### src/rtl/serial_add_ctrl.sv
// Bit-serial adder/subtractor: one full_adder cell stepped over WIDTH cycles, LSB first,
// with operand shift registers, carry flop, bit counter and a start/busy/done handshake.
`timescale 1ns/1ps

module full_adder (
  input  logic a,
  input  logic b,
  input  logic cin,
  output logic s,
  output logic cout
);
  assign s    = a ^ b ^ cin;
  assign cout = (a & b) | (cin & (a ^ b));
endmodule

module serial_add_ctrl #(
  parameter  int unsigned WIDTH = 8,
  localparam int unsigned CNT_W = $clog2(WIDTH) + 1
) (
  input  logic             clk,
  input  logic             rst_n,
  input  logic             start,
  input  logic             sub,
  input  logic             cin_in,
  input  logic [WIDTH-1:0] op_a,
  input  logic [WIDTH-1:0] op_b,
  output logic             busy,
  output logic             done,
  output logic [WIDTH-1:0] sum,
  output logic             cout,
  output logic             overflow
);

  localparam logic [1:0] S_IDLE = 2'd0;
  localparam logic [1:0] S_RUN  = 2'd1;
  localparam logic [1:0] S_DONE = 2'd2;

  logic [1:0]       r_state;
  logic [1:0]       w_next_state;
  logic [WIDTH-1:0] r_a_sh;
  logic [WIDTH-1:0] r_b_sh;
  logic [WIDTH-1:0] r_sum;
  logic [CNT_W-1:0] r_cnt;
  logic             r_carry;
  logic             r_cout;
  logic             r_ovf;
  logic             r_done;
  logic             r_busy;
  logic             w_s;
  logic             w_co;
  logic             w_last;

  full_adder u_fa (
    .a    (r_a_sh[0]),
    .b    (r_b_sh[0]),
    .cin  (r_carry),
    .s    (w_s),
    .cout (w_co)
  );

  assign w_last = (r_cnt == CNT_W'(WIDTH - 1));

  always_ff @(posedge clk or negedge rst_n) begin
    if (!rst_n) r_state <= S_IDLE;
    else        r_state <= w_next_state;
  end

  always_comb begin
    w_next_state = r_state;
    case (r_state)
      S_IDLE:  if (start) w_next_state = S_RUN;
      S_RUN:   if (w_last) w_next_state = S_DONE;
      S_DONE:  w_next_state = S_IDLE;
      default: w_next_state = S_IDLE;
    endcase
  end

  // Datapath: load on accept, shift one bit per RUN cycle, latch flags on the MSB.
  always_ff @(posedge clk or negedge rst_n) begin
    if (!rst_n) begin
      r_a_sh  <= '0;
      r_b_sh  <= '0;
      r_sum   <= '0;
      r_cnt   <= '0;
      r_carry <= 1'b0;
      r_cout  <= 1'b0;
      r_ovf   <= 1'b0;
      r_done  <= 1'b0;
      r_busy  <= 1'b0;
    end else begin
      r_done <= (r_state == S_RUN) && w_last;
      r_busy <= (w_next_state != S_IDLE);
      case (r_state)
        S_IDLE: begin
          if (start) begin
            r_a_sh  <= op_a;
            r_b_sh  <= sub ? ~op_b : op_b;
            r_carry <= sub | cin_in;
            r_cnt   <= '0;
            r_sum   <= '0;
          end
        end
        S_RUN: begin
          r_sum   <= {w_s, r_sum[WIDTH-1:1]};
          r_a_sh  <= r_a_sh >> 1;
          r_b_sh  <= r_b_sh >> 1;
          r_carry <= w_co;
          r_cnt   <= r_cnt + CNT_W'(1);
          if (w_last) begin
            r_cout <= w_co;
            r_ovf  <= r_carry ^ w_co;
          end
        end
        default: ;
      endcase
    end
  end

  assign busy     = r_busy;
  assign done     = r_done;
  assign sum      = r_sum;
  assign cout     = r_cout;
  assign overflow = r_ovf;

endmodule

### config.mk
export PLATFORM = sky130hd
export DESIGN_NAME = serial_add_ctrl
export DESIGN_NICKNAME = d
export VERILOG_FILES = /design/src/rtl/serial_add_ctrl.sv
export SDC_FILE = /design/constraint.sdc
export NUM_CORES = 1
export LEC_CHECK = 0
export CELL_PAD_IN_SITES_DETAIL_PLACEMENT = 0
export CELL_PAD_IN_SITES_GLOBAL_PLACEMENT = 1
export CORE_MARGIN = 4
export CORE_UTILIZATION = 37
export CTS_BUF_LIST = sky130_fd_sc_hd__clkbuf_4
export CTS_CLUSTER_DIAMETER = 60
export CTS_CLUSTER_SIZE = 8
export DETAILED_ROUTE_END_ITERATION = 8
export PLACE_DENSITY = 0.73
export SLEW_MARGIN = 20
export SYNTH_ARGS = -nofsm -noshare
export SYNTH_HDL_FRONTEND = slang
export SYNTH_SLANG_ARGS = --single-unit
### constraint.sdc
create_clock -name clk -period 2.7 [get_ports clk]
set_input_delay 0.81 -clock clk [delete_from_list [all_inputs] [get_ports clk]]
set_output_delay 0.81 -clock clk [all_outputs]
set_load 0.02 [all_outputs]
==> flow_summary.yaml <==
synthesis:
  synthAdderAreaFrac_pct: 2.05
  yosysWarnings: 0
  synthMuxAreaShare_pct: 1.97
  syn-num-nets: 173
  synth_top_family_by_area: "simple AND/OR/NAND/NOR gates"
  ys_seq_elements: 35
  netlist_instances: 150
  synth_compound_area_share_pct: 13.6
  synth_xor_area_share_pct: 4.97
  synth-simple-area-share_pct: 16.0
  avgSynthCellArea_sq_um: 10.6
  synthesis.area_sq_mm: 0.00159
  post_synth_num_cell_types: 30
  ys_seq_area_share_pct: 55.2
worst_hold_path:
  hp-start: "r_b_sh[1]"
  worstHoldPathType: "register to register"
  min_path_cells: 2
die:
  core-area_sq_mm: 0.00409
  dieHeight_um: 73.5
  io_pins: 33
  start_util_pct: 38.8
  rows: 23
  die_x_um: 73.5
  dieArea_sq_mm: 0.00540
clock_tree:
  post-cts-setup-buffer-count: 0
  clk_latency_ns: 0.33
  cts_hold_buf: 0
  root_buffer: "clkbuf_4"
  cts_tree: "yes"
  htree_levels: 2
  cts_inserted_buffers: 5
  cts.sinks: 35
  clk_path_buf_depth: 2
  clk_pin_slew_ns: 0.10
  ctsResizeCount: 0
power_and_ir_drop:
  ir_drop_mv: 0.498
  leakagePower_nw: 0.921
  p_total_w: 0.00202
  powerDensity_mw_per_mm2: 1010
worst_setup_path:
  crit_path_top_delay_cell: "clkdlybuf4s50_1"
  crit_path_max_incr_delay_ns: 0.61
  cp.required_ns: 1.89
  crit_family: "buffers and inverters"
  worstSetupEndpointType: "primary output"
  path_buf_inv: 1
  reg2reg_from: "r_state[0]"
  crit_start: "sum[1]"
  reg2reg_to: "overflow"
  cp.arrival_ns: 1.33
  reg2reg_depth: 3
  r2r_setup_slack_ns: 0.86
  worstPathCellList: "clkdlybuf4s50_1"
  start_kind: "register"
  critPathMaxFanout: 3
  endpoint: "sum[1]"
  crit_type: "register to primary output"
  crit_cells: 1
final_layout:
  area_growth_pct: 25.6
  nFillCells: 393
  drive_gt1_share_pct: 8.15
  fin_nets: 206
  insertedDiodeCount: 0
sta:
  period_needed_ns: 2.14
  hold_violations: 0
  slew_violations: 0
  slew-limit-headroom_pct: 58.8
  worstMarginPinSlew_ns: 0.617
  fin_crit_sh_pct: 79.4
  tns_ns: 0
  clock.fmax_ghz: 0.467
  fin_skew_ns: 0.0127
  setup_viol: 0
  rsz0062_at_grt: "false"
outcome:
  status: "complete, no violations"
placed_design:
  io_buffer_count: 32
  dp_hpwl_mm: 2.32
  gp_congestion: 0.791
detailed_routing:
  wire_per_inst_um: 13.7
  totalWireLength_mm: 3.21
  first_pass_iters: 4
  route.detailed.drc: 0
  avgViaCountPerCell: 5.11
  drt-initial-drc-count: 57
  antenna_left: 0
  vias: 1196
global_routing:
  grt_pass1_wl_mm: 5.62
  track_usage_pct: 13.6
  grt_overflow: 0
  grt_max_degree: 36
  first_global_vias: 1227
  antenna_found_initial: 0
flow_run:
  drv_cap: 0
where the power goes:
| group | total (W) | internal (W) | switching, W |
|---|---|---|---|
| sequential | 0.000907 | 0.000734 | 0.000172 |
| clock | 0.000268 | 0.000106 | 0.000161 |
| combinational | 0.000841 | 0.000395 | 0.000446 |
cell usage in the layout, fill, tap and decap left out, types with 2 or more instances in the layout:
cell | synthesis | layout
dfrtp_1 | 35 | 35
clkdlybuf4s50_1 | 0 | 32
nand2_1 | 29 | 29
inv_1 | 11 | 11
o21ai_1 | 11 | 11
nand3_1 | 11 | 11
a22oi_1 | 8 | 8
xor2_1 | 7 | 7
a222oi_1 | 7 | 7
clkbuf_4 | 0 | 6
buf_4 | 3 | 3
nor2b_1 | 2 | 2
xnor2_1 | 2 | 2
mux2i_1 | 2 | 2
clkinv_1 | 0 | 2
worst min-delay path by stage:
stage | endpoint | slack (ns)
2_1_floorplan | r_a_sh[1] | 0.46
5_1_grt | r_a_sh[6] | 0.52
3_5_place_dp | r_b_sh[1] | 0.48
4_1_cts | r_b_sh[1] | 0.50
6_report | r_b_sh[1] | 0.50
3_3_place_gp | r_b_sh[4] | 0.47
cell usage after synthesis, drive strengths merged:
cell type  instances  area share [%]
nand4              1            0.39
clkbuf             1            0.32
nor2b              2            0.79
mux2               1            0.71
o21ai             12             3.8
a22oi              8             3.8
inv               12             2.8
nor2               1            0.24
nand2b             1            0.55
xor2               7             3.9
a222oi             7             4.4
mux2i              2             1.3
o22ai              1            0.39
fa                 1             1.3
nand3             11             3.5
nor3               2             1.3
buf                8             3.0
o21bai             1            0.71
o22a               1            0.55
dfrtp             35              55
nand2             29             6.9
ha                 1            0.79
xnor2              2             1.1
nor3b              2             1.7
or3b               1            0.71
layout make-up:
class / count / area, sq um / area share (%)
timing repair buffer: 35 / 343 / 17.2
tap: 50 / 62.6 / 3.14
clock inverter: 2 / 7.51 / 0.377
multi-input combinational: 94 / 613 / 30.8
inverter: 12 / 45.0 / 2.26
clock buffer: 6 / 45.0 / 2.26
sequential: 35 / 876 / 44.0
sequential cells by signal (all words and copies together), names as in the netlist:
name      count
overflow      1
busy          1
done          1
r_a_sh        8
r_state       2
r_cnt         4
cout          1
r_carry       1
r_b_sh        8
sum           8
cell families after synthesis:
logic type               count (synthesis)
flip-flops                              35
buffers and inverters                   21
multiplexers                             3
XOR/XNOR                                 9
AO/OA/AOI/OAI                           30
adder cells (fa/ha/maj)                  2
AND/OR/NAND/NOR                         50
routing by layer:
metal  routed length, um  track usage (%)  vias up
li1                    -                -      589
met1                1500             17.9      572
met2                1500             20.9       33
met3                 190             5.06        2
met4                  14             4.23        0
met5                   0                0        -
per-stage QoR:
step / util (%) / instances / cell area (sq um) / setup slack [ns] / hold WS [ns]
2_1_floorplan: - / 150 / 1590 / 1.06 / 0.457
3_3_place_gp: 47.5 / 226 / 1940 / 0.449 / 0.473
3_5_place_dp: 47.5 / 226 / 1940 / 0.403 / 0.478
4_1_cts: 48.7 / 234 / 1990 / 0.531 / 0.504
5_1_grt: 48.7 / 234 / 1990 / 0.474 / 0.524
6_report: 48.7 / 234 / 1990 / 0.557 / 0.500
Power figures use the tool's default switching activity.
